<file path="src/rtl/ab_guess_solver_if.sv">
// ab_guess_solver_if: bundle between the automatic 1A2B guesser and the
// scoring datapath / game controller.
//   start        : begin a new game (driven by controller)
//   Anum, Bnum   : A/B score of the outstanding guess
//   score_valid  : Anum/Bnum valid
//   guess0..3    : current guess digits, guess0 most significant
//   guess_valid  : guess stable and awaiting a score
//   busy, solved, fail, try_count : game status
// master = the guesser, slave = the scoring/controller side.
interface ab_guess_solver_if;
  logic       start;
  logic [2:0] Anum;
  logic [2:0] Bnum;
  logic       score_valid;
  logic [3:0] guess0;
  logic [3:0] guess1;
  logic [3:0] guess2;
  logic [3:0] guess3;
  logic       guess_valid;
  logic       busy;
  logic       solved;
  logic       fail;
  logic [3:0] try_count;

  modport master (
    input  start, Anum, Bnum, score_valid,
    output guess0, guess1, guess2, guess3, guess_valid, busy, solved, fail, try_count
  );

  modport slave (
    output start, Anum, Bnum, score_valid,
    input  guess0, guess1, guess2, guess3, guess_valid, busy, solved, fail, try_count
  );
endinterface

</file>
<file path="src/rtl/ab_guess_solver.sv">
// ab_guess_solver: automatic guessing player for 1A2B (bulls and cows).
// Walks a base-10 odometer over 0000..9999 one candidate per cycle and issues
// the lowest candidate with distinct digits that reproduces every stored score.
// Ports:
//   clka  : clock, all state changes on the falling edge
//   reset : asynchronous active-high clear
//   bus   : ab_guess_solver_if.master (start, score in; guess and status out)
module ab_guess_solver #(
  parameter int unsigned MAX_TRIES = 10
) (
  input  logic              clka,
  input  logic              reset,
  ab_guess_solver_if.master bus
);

  localparam int unsigned DIG_W   = 4;
  localparam int unsigned SCORE_W = 3;
  localparam int unsigned CNT_W   = 4;

  typedef enum logic [2:0] {S_IDLE, S_SEARCH, S_WAIT, S_DONE, S_FAIL} state_t;
  // Index 0 is the most significant digit (c0 / guess0), index 3 the least.
  typedef logic [3:0][DIG_W-1:0] digits_t;

  // {A, B} score of x against y.
  function automatic logic [2*SCORE_W-1:0] score_f(input digits_t x, input digits_t y);
    logic [SCORE_W-1:0] a;
    logic [SCORE_W-1:0] b;
    logic               hit;
    a = '0;
    b = '0;
    for (int i = 0; i < 4; i++) begin
      if (x[i] == y[i]) a = a + SCORE_W'(1);
      hit = 1'b0;
      for (int j = 0; j < 4; j++) begin
        if (j != i && x[i] == y[j]) hit = 1'b1;
      end
      if (hit) b = b + SCORE_W'(1);
    end
    return {a, b};
  endfunction

  function automatic logic distinct_f(input digits_t x);
    logic ok;
    ok = 1'b1;
    for (int i = 0; i < 4; i++) begin
      for (int j = i + 1; j < 4; j++) begin
        if (x[i] == x[j]) ok = 1'b0;
      end
    end
    return ok;
  endfunction

  // Decimal odometer step; 9999 wraps to 0000.
  function automatic digits_t incr_f(input digits_t x);
    digits_t r;
    logic    carry;
    r     = x;
    carry = 1'b1;
    for (int i = 3; i >= 0; i--) begin
      if (carry) begin
        if (r[i] == DIG_W'(9)) begin
          r[i] = '0;
        end else begin
          r[i]  = r[i] + DIG_W'(1);
          carry = 1'b0;
        end
      end
    end
    return r;
  endfunction

  state_t             state_q, state_d;
  digits_t            cand_q, cand_d;
  digits_t            guess_q, guess_d;
  logic               guess_valid_q, guess_valid_d;
  logic               busy_q, busy_d;
  logic               solved_q, solved_d;
  logic               fail_q, fail_d;
  logic [CNT_W-1:0]   try_count_q, try_count_d;
  digits_t            hist_g_q [MAX_TRIES];
  digits_t            hist_g_d [MAX_TRIES];
  logic [SCORE_W-1:0] hist_a_q [MAX_TRIES];
  logic [SCORE_W-1:0] hist_a_d [MAX_TRIES];
  logic [SCORE_W-1:0] hist_b_q [MAX_TRIES];
  logic [SCORE_W-1:0] hist_b_d [MAX_TRIES];
  logic               accept_c;

  // Candidate must have distinct digits and match every valid history entry.
  always_comb begin
    accept_c = distinct_f(cand_q);
    for (int unsigned k = 0; k < MAX_TRIES; k++) begin
      if (k < 32'(try_count_q) &&
          score_f(cand_q, hist_g_q[k]) != {hist_a_q[k], hist_b_q[k]}) begin
        accept_c = 1'b0;
      end
    end
  end

  // Next-state and next-output logic.
  always_comb begin
    state_d     = state_q;
    cand_d      = cand_q;
    guess_d     = guess_q;
    solved_d    = solved_q;
    fail_d      = fail_q;
    try_count_d = try_count_q;
    hist_g_d    = hist_g_q;
    hist_a_d    = hist_a_q;
    hist_b_d    = hist_b_q;

    case (state_q)
      S_SEARCH: begin
        if (accept_c) begin
          guess_d = cand_q;
          state_d = S_WAIT;
        end else if (cand_q == {4{DIG_W'(9)}}) begin
          fail_d  = 1'b1;
          state_d = S_FAIL;
        end else begin
          cand_d = incr_f(cand_q);
        end
      end
      S_WAIT: begin
        if (bus.score_valid) begin
          if (bus.Anum == SCORE_W'(4)) begin
            solved_d = 1'b1;
            state_d  = S_DONE;
          end else begin
            for (int unsigned k = 0; k < MAX_TRIES; k++) begin
              if (k == 32'(try_count_q)) begin
                hist_g_d[k] = guess_q;
                hist_a_d[k] = bus.Anum;
                hist_b_d[k] = bus.Bnum;
              end
            end
            try_count_d = try_count_q + CNT_W'(1);
            if (try_count_d == CNT_W'(MAX_TRIES)) begin
              fail_d  = 1'b1;
              state_d = S_FAIL;
            end else begin
              cand_d  = incr_f(cand_q);
              state_d = S_SEARCH;
            end
          end
        end
      end
      S_IDLE, S_DONE, S_FAIL: ;
      default: state_d = S_IDLE;
    endcase

    // A new game overrides whatever else happened this cycle.
    if (bus.start) begin
      state_d     = S_SEARCH;
      cand_d      = '0;
      solved_d    = 1'b0;
      fail_d      = 1'b0;
      try_count_d = '0;
      hist_g_d    = '{default: '0};
      hist_a_d    = '{default: '0};
      hist_b_d    = '{default: '0};
    end

    guess_valid_d = (state_d == S_WAIT);
    busy_d        = (state_d == S_SEARCH) || (state_d == S_WAIT);
  end

  // State and output registers, falling-edge clocked.
  always_ff @(negedge clka or posedge reset) begin
    if (reset) begin
      state_q       <= S_IDLE;
      cand_q        <= '0;
      guess_q       <= '0;
      guess_valid_q <= 1'b0;
      busy_q        <= 1'b0;
      solved_q      <= 1'b0;
      fail_q        <= 1'b0;
      try_count_q   <= '0;
      hist_g_q      <= '{default: '0};
      hist_a_q      <= '{default: '0};
      hist_b_q      <= '{default: '0};
    end else begin
      state_q       <= state_d;
      cand_q        <= cand_d;
      guess_q       <= guess_d;
      guess_valid_q <= guess_valid_d;
      busy_q        <= busy_d;
      solved_q      <= solved_d;
      fail_q        <= fail_d;
      try_count_q   <= try_count_d;
      hist_g_q      <= hist_g_d;
      hist_a_q      <= hist_a_d;
      hist_b_q      <= hist_b_d;
    end
  end

  assign bus.guess0      = guess_q[0];
  assign bus.guess1      = guess_q[1];
  assign bus.guess2      = guess_q[2];
  assign bus.guess3      = guess_q[3];
  assign bus.guess_valid = guess_valid_q;
  assign bus.busy        = busy_q;
  assign bus.solved      = solved_q;
  assign bus.fail        = fail_q;
  assign bus.try_count   = try_count_q;

endmodule

</file>
<file path="src/flat_wrapper.sv">
// flat-port wrapper written by rule: the top's interface ports become plain ports
module ab_guess_solver_flat 
#(
  parameter int unsigned MAX_TRIES = 10
)
  (clka, reset, bus_start, bus_Anum, bus_Bnum, bus_score_valid, bus_guess0, bus_guess1, bus_guess2, bus_guess3, bus_guess_valid, bus_busy, bus_solved, bus_fail, bus_try_count);
  ab_guess_solver_if bus_i ();
  input  logic clka;
  input  logic reset;
  input wire logic [$bits(bus_i.start)-1:0] bus_start;
  input wire logic [$bits(bus_i.Anum)-1:0] bus_Anum;
  input wire logic [$bits(bus_i.Bnum)-1:0] bus_Bnum;
  input wire logic [$bits(bus_i.score_valid)-1:0] bus_score_valid;
  output wire logic [$bits(bus_i.guess0)-1:0] bus_guess0;
  output wire logic [$bits(bus_i.guess1)-1:0] bus_guess1;
  output wire logic [$bits(bus_i.guess2)-1:0] bus_guess2;
  output wire logic [$bits(bus_i.guess3)-1:0] bus_guess3;
  output wire logic [$bits(bus_i.guess_valid)-1:0] bus_guess_valid;
  output wire logic [$bits(bus_i.busy)-1:0] bus_busy;
  output wire logic [$bits(bus_i.solved)-1:0] bus_solved;
  output wire logic [$bits(bus_i.fail)-1:0] bus_fail;
  output wire logic [$bits(bus_i.try_count)-1:0] bus_try_count;
  assign bus_i.start = bus_start;
  assign bus_i.Anum = bus_Anum;
  assign bus_i.Bnum = bus_Bnum;
  assign bus_i.score_valid = bus_score_valid;
  assign bus_guess0 = bus_i.guess0;
  assign bus_guess1 = bus_i.guess1;
  assign bus_guess2 = bus_i.guess2;
  assign bus_guess3 = bus_i.guess3;
  assign bus_guess_valid = bus_i.guess_valid;
  assign bus_busy = bus_i.busy;
  assign bus_solved = bus_i.solved;
  assign bus_fail = bus_i.fail;
  assign bus_try_count = bus_i.try_count;
  ab_guess_solver #(.MAX_TRIES(MAX_TRIES)) u_core (.clka(clka), .reset(reset), .bus(bus_i));
endmodule
</file>
<file path="config.mk">
export PLATFORM = sky130hd
export DESIGN_NAME = ab_guess_solver_flat
export DESIGN_NICKNAME = d
export VERILOG_FILES = /design/src/rtl/ab_guess_solver_if.sv /design/src/rtl/ab_guess_solver.sv /design/src/flat_wrapper.sv
export SDC_FILE = /design/constraint.sdc
export NUM_CORES = 1
export LEC_CHECK = 0
export BUFFER_PORTS_ARGS = -buffer_cell sky130_fd_sc_hd__buf_2
export CORE_UTILIZATION = 30
export CTS_CLUSTER_DIAMETER = 150
export DETAILED_ROUTE_END_ITERATION = 10
export GPL_ROUTABILITY_DRIVEN = 0
export PLACE_DENSITY = 0.5
export SLEW_MARGIN = 10
export SYNTH_ARGS = -nofsm -noshare
export SYNTH_HDL_FRONTEND = slang
export SYNTH_SLANG_ARGS = --single-unit
</file>
<file path="constraint.sdc">
create_clock -name clka -period 16.75 [get_ports clka]
set_clock_uncertainty 0.15 [all_clocks]
set_input_delay 1.675 -clock clka [delete_from_list [all_inputs] [get_ports clka]]
set_output_delay 1.675 -clock clka [all_outputs]
set_load 0.01 [all_outputs]
</file>
---- Yosys cells after proc, flatten, opt, wreduce, memory -nomap -nowiden ----
Cells that the tools add are included.
operators by class
  add/sub/neg operators ................... 65
  $mul .................................... 0
  divide/modulo/power cells ............... 0
  order comparisons ....................... 10
  eq/ne operators ......................... 212
  shift-type cells ........................ 0
  mux-type cells .......................... 325
  bitwise operators ....................... 0
  reduce and logical (&&, ||, !) cells .... 46
operators with widths
  cell                                                                     number
  4-bit == test                                                            166
  160-bit 2-to-1 mux                                                       4
  3-bit 2-to-1 mux                                                         86
  16-bit 2-to-1 mux                                                        16
  30-bit 2-to-1 mux                                                        8
  1-bit 2-to-1 mux                                                         194
  3-bit by 1-bit adder with 3-bit output, second input constant            40
  6-bit inequality test                                                    10
  4-bit 2-to-1 mux                                                         14
  1-bit by 1-bit adder with 2-bit output, second input constant            20
  4-bit AND reduction                                                      10
  16-bit one-hot mux with 2 select lines                                   1
  2-bit nonzero test                                                       13
  3-bit by 2-bit inequality test with 1-bit output, second input constant  8
  8-bit AND reduction                                                      3
  4-bit by 1-bit adder with 4-bit output, second input constant            5
  4-bit == test, second input constant                                     5
  16-bit == test, second input constant                                    1
  3-bit by 4-bit == test with 1-bit output, first input constant           4
  3-bit by 4-bit < comparator with 1-bit output, first input constant      4
  3-bit inequality test, second input constant                             5
  6-bit AND reduction                                                      2
  1-bit logical AND                                                        10
  3-bit by 2-bit == test with 1-bit output, second input constant          3
  18 further kinds                                                         26
word-level totals
  register bits ........................... 263
  bits in latches ......................... 0
  RAM bits ................................ 0
  bits in read-only memories .............. 0
  word-level logic and storage cells ...... 732
  memories ................................ 0

---- Depth between registers and ports, before layout ----
  depth after elaboration ................. 38
  gate-level depth with buffers ........... 22
  mapped depth without buffers ............ 18

==> impl_table.tex <==
\begin{tabular}{lr}
\hline
Metric & Value \\
\hline
\multicolumn{2}{l}{\textbf{GRT}} \\
\quad Via count of the first global-routing pass & 18000 \\
\quad Antenna violations before repair & 2 \\
\quad Global-route wire length before repair & 120000 um \\
\quad Largest net degree at the start of global routing & 138 \\
\quad Total global-route track usage & 20.3\% \\
\quad Sum of overflow across all layers after global routing & 0 \\
\multicolumn{2}{l}{\textbf{Floorplan}} \\
\quad Num ports & 34 \\
\quad Die H & 279 um \\
\quad Placeable core area & 75900 um\^{}2 \\
\quad Standard-cell rows & 101 \\
\quad Initial cell density of the core & 30.4\% \\
\quad Die footprint & 78000 um\^{}2 \\
\quad Chip Width & 279 um \\
\multicolumn{2}{l}{\textbf{Synthesis}} \\
\quad Share of the yosys chip area belonging to registers & 28.5\% \\
\quad Netlist cell types & 77 \\
\quad Number of flops mapped to enable cells by yosys & 0 \\
\quad Largest area contributor in the synthesized netlist & sky130\_fd\_sc\_hd\_\_dfrtn\_1 \\
\quad Number of nets in the synthesized netlist & 2919 \\
\quad Register bit count reported by yosys & 263 \\
\quad Cell types with the largest area share after synthesis & sky130\_fd\_sc\_hd\_\_dfrtn\_1 29\%, sky130\_fd\_sc\_hd\_\_xnor2\_1 20\%, sky130\_fd\_sc\_hd\_\_nand2\_1 8.0\%, sky130\_fd\_sc\_hd\_\_xor2\_1 7.9\%, sky130\_fd\_sc\_hd\_\_a21oi\_1 5.2\% \\
\quad Avg Cell Area, Syn & 8.13 um\^{}2 \\
\quad Async set-reset flop share out of synthesis & 100\% \\
\quad Post-Syn Instances & 2837 \\
\quad Most common flop cell mapped by yosys & sky130\_fd\_sc\_hd\_\_dfrtn\_1 \\
\quad Area fraction of the dominant cell type after synthesis & 28.5\% \\
\quad YS warnings & 0 \\
\quad Cell area after synthesis & 23100 um\^{}2 \\
\multicolumn{2}{l}{\textbf{Routing}} \\
\quad Post-detailed-routing wire length & 79100 um \\
\quad Vias per Instance & 5.11 \\
\quad DRC errors left & 0 \\
\quad Average wire per cell in the routed design & 21.5 um \\
\quad Total vias in the final route & 18800 \\
\quad Number of nets with antenna violations after routing & 0 \\
\quad Iteration-0 DRC Markers & 1592 \\
\quad First-pass DRT Iterations & 5 \\
\multicolumn{2}{l}{\textbf{Final layout}} \\
\quad Antenna diode count & 0 \\
\quad Final Net Count & 2705 \\
\quad Area growth syn-to-layout & 7.02\% \\
\quad Layout filler cell count & 8016 \\
\quad Area of all placed cells without fillers & 24700 um\^{}2 \\
\quad Fraction of final layout cells sized beyond drive strength 1 & 6.92\% \\
\multicolumn{2}{l}{\textbf{Timing}} \\
\quad Final Max Slew Viols & 0 \\
\quad Relative slew slack & 21.3\% \\
\quad Worst Hold Margin & 0.290 ns \\
\quad Unrepaired setup endpoints after global routing & no \\
\quad Worst Tran Pin Value & 1.18 ns \\
\quad Fin. Hold Viols & 0 \\
\quad Final-report setup violation count & 0 \\
\quad Total negative slack for setup checks & 0 ns \\
\multicolumn{2}{l}{\textbf{Run status}} \\
\quad Outcome & finished clean \\
\multicolumn{2}{l}{\textbf{Setup path}} \\
\quad CP cell instances & buf\_2, nor2\_1, nand2\_1, nand2\_1, nor3b\_1, nand3\_1, nand2\_1, a21oi\_1 \\
\quad CP max stage cell & sky130\_fd\_sc\_hd\_\_nand3\_1 \\
\quad Maximum single-stage delay on the critical path & 0.93 ns \\
\quad CP dominant cell by count & sky130\_fd\_sc\_hd\_\_nand2\_1 \\
\quad Critical path class & primary input to flop \\
\quad Nature of the critical path endpoint & flop \\
\quad Arrival time at the worst endpoint & 4.68 ns \\
\quad Largest fanout on the critical path & 23 \\
\quad Startpoint type of the worst setup path & primary input \\
\quad Worst Path Required & 8.58 ns \\
\multicolumn{2}{l}{\textbf{Pwr}} \\
\quad Logic gate share of total power & 63.4\% \\
\quad Power consumption & 0.00404 W \\
\quad NetSw & 0.00187 W \\
\quad Proportion of power drawn by the clock network & 18.8\% \\
\quad Sequential share of power & 17.8\% \\
\quad Pint & 0.00216 W \\
\quad Pleak & 9.95 nW \\
\quad Worst IR Drop VDD & 100 uV \\
\quad Switching part of the total & 46.4\% \\
\quad PwrDens & 164 nW/um\^{}2 \\
\multicolumn{2}{l}{\textbf{Clock tree}} \\
\quad Clock transition at the registers of the reported paths & 0.04 ns \\
\quad H-Tree Level Count & 2 \\
\quad Skew-Pair Late Insertion Delay & 0.55 ns \\
\quad Maximum number of buffers from clock root to sink & 3 \\
\quad Number of hold buffers added after cts & 0 \\
\quad Setup bufs post-CTS & 0 \\
\quad Clock tree from TritonCTS & yes \\
\quad Clock net sink count & 263 \\
\quad Number of clock buffers inserted by TritonCTS & 36 \\
\quad Resized cells post-CTS & 0 \\
\quad Cell chosen for the clock root & sky130\_fd\_sc\_hd\_\_clkbuf\_16 \\
\multicolumn{2}{l}{\textbf{Min path}} \\
\quad Class of the tightest hold or removal check & flop to flop \\
\multicolumn{2}{l}{\textbf{Placement}} \\
\quad Number of input and output port buffers inserted & 33 \\
\quad Dpl hpwl & 49300 um \\
\quad Placed Area & 23600 um\^{}2 \\
\multicolumn{2}{l}{\textbf{Run}} \\
\quad \# Max-Cap Violations & 0 \\
\hline
\end{tabular}
==> layer usage <==
metal	share of wire (%)	GRT usage, %	up-vias	wire length [um]
met1	48	29.0	9258	37600
li1	-	-	8900	-
met4	3.1	6.59	0	2460
met2	44	31.7	490	35200
met3	4.9	2.28	122	3880
met5	0	0	-	0
==> kinds of logic (layout without fill, tap and decap cells) <==
logic type | after synthesis | count (layout) | synth area share [%]
AO/OA/AOI/OAI | 407 | 407 | 10.8
XOR/XNOR | 744 | 744 | 29.1
adder cells (fa/ha/maj) | 72 | 72 | 3.91
buffers and inverters | 438 | 244 | 7.76
flip-flops | 263 | 263 | 28.5
multiplexers | 31 | 31 | 1.42
AND/OR/NAND/NOR | 882 | 882 | 18.5
==> cell usage in the layout (no fill, tap or decap), types with 8 or more instances in the layout <==
cell type	count
sky130_fd_sc_hd__nor3_1	15
sky130_fd_sc_hd__nand3_1	50
sky130_fd_sc_hd__nand2b_1	16
sky130_fd_sc_hd__clkbuf_16	37
sky130_fd_sc_hd__o41ai_1	12
sky130_fd_sc_hd__xnor3_1	11
sky130_fd_sc_hd__nand2_1	493
sky130_fd_sc_hd__dfrtn_1	263
sky130_fd_sc_hd__o31ai_1	19
sky130_fd_sc_hd__mux2i_1	18
sky130_fd_sc_hd__ha_1	72
sky130_fd_sc_hd__o21ai_0	27
sky130_fd_sc_hd__o211ai_1	10
sky130_fd_sc_hd__a31oi_1	14
sky130_fd_sc_hd__or2_2	9
sky130_fd_sc_hd__buf_2	32
sky130_fd_sc_hd__xor2_1	207
sky130_fd_sc_hd__nor2b_1	9
sky130_fd_sc_hd__xnor2_1	523
sky130_fd_sc_hd__and4_1	22
sky130_fd_sc_hd__inv_1	93
sky130_fd_sc_hd__mux2_2	13
sky130_fd_sc_hd__a21oi_1	241
sky130_fd_sc_hd__clkbuf_1	8
sky130_fd_sc_hd__and2_1	8
sky130_fd_sc_hd__nor4_1	50
sky130_fd_sc_hd__buf_4	58
sky130_fd_sc_hd__nand4_1	115
sky130_fd_sc_hd__nor2_1	42
==> synth_stat cells, drive strengths merged, types with 19 or more instances <==
cell    instances
buf           148
and4           22
a21oi         241
nand2         493
o21ai          29
dfrtn         263
o31ai          19
nand3          50
nor2           42
xor2          207
nand4         115
ha             72
clkbuf        196
inv            94
nor4           58
xnor2         523
==> per-stage QoR <==
step	instances	worst slack, ns	util, %
global route	3673	3.67	32.5
global placement	3615	3.38	31.0
floorplan	2837	3.23	-
CTS	3673	3.95	32.5
finish	3673	3.90	32.5
detailed placement	3615	3.38	31.0
==> registers in the layout, summed over array words and instances (netlist names) <==
register                cells
u_core.bus.solved           1
u_core.bus.guess0           4
u_core.hist_b_q            30
u_core.bus.busy             1
u_core.bus.guess3           4
u_core.state_q              3
u_core.hist_g_q           160
u_core.bus.guess_valid      1
u_core.bus.guess1           4
u_core.cand_q              16
u_core.bus.guess2           4
u_core.bus.fail             1
u_core.bus.try_count        4
u_core.hist_a_q            30
==> worst max-delay path: cells and delay by family <==
kind,cells,cell delay (ns)
AOI/OAI and AO/OA,1,0.10
buffers and inverters,1,0.34
and+or+nand+nor,6,2.55
==> final timing paths <==
kind / slack [ns] / from / end / cells past startpoint
worst max-delay path: 3.90 / bus_Anum[0] / u_core.hist_g_q[37]$_DFFE_NP0P_ / 8
worst min-delay path: 0.29 / u_core.bus.fail$_DFFE_NP0P_ / u_core.bus.fail$_DFFE_NP0P_ / 2
worst max register to register: 10.09 / u_core.cand_q[11]$_DFFE_NP0P_ / u_core.cand_q[11]$_DFFE_NP0P_ / 15
worst min register to register: 0.29 / u_core.bus.fail$_DFFE_NP0P_ / u_core.bus.fail$_DFFE_NP0P_ / 2
max in group asynchronous: 5.73 / reset / u_core.hist_g_q[5]$_DFFE_NP0P_ / 3
min in group asynchronous: 9.40 / reset / u_core.hist_g_q[144]$_DFFE_NP0P_ / 2
==> cell type report <==
type,instances,area [um^2],share of cell area (%)
multi-input combinational,2136,14700,59.6
sequential,263,6580,26.7
tap,1030,1290,5.22
clock buffer,51,1040,4.21
timing repair buffer,92,629,2.55
inverter,94,357,1.45
clock inverter,7,65.1,0.264
==> power by group through the flow <==
stage | registers (W) | clock network, W | logic, W
6_report | 0.000720 | 0.000759 | 0.00256
5_1_grt | 0.000721 | 0.000793 | 0.00281
4_1_cts | 0.000719 | 0.000777 | 0.00256
3_5_place_dp | 0.000730 | 0 | 0.00254
3_3_place_gp | 0.000730 | 0 | 0.00254
2_1_floorplan | 0.000705 | 0 | 0.00190
Power figures use the tool's default switching activity.
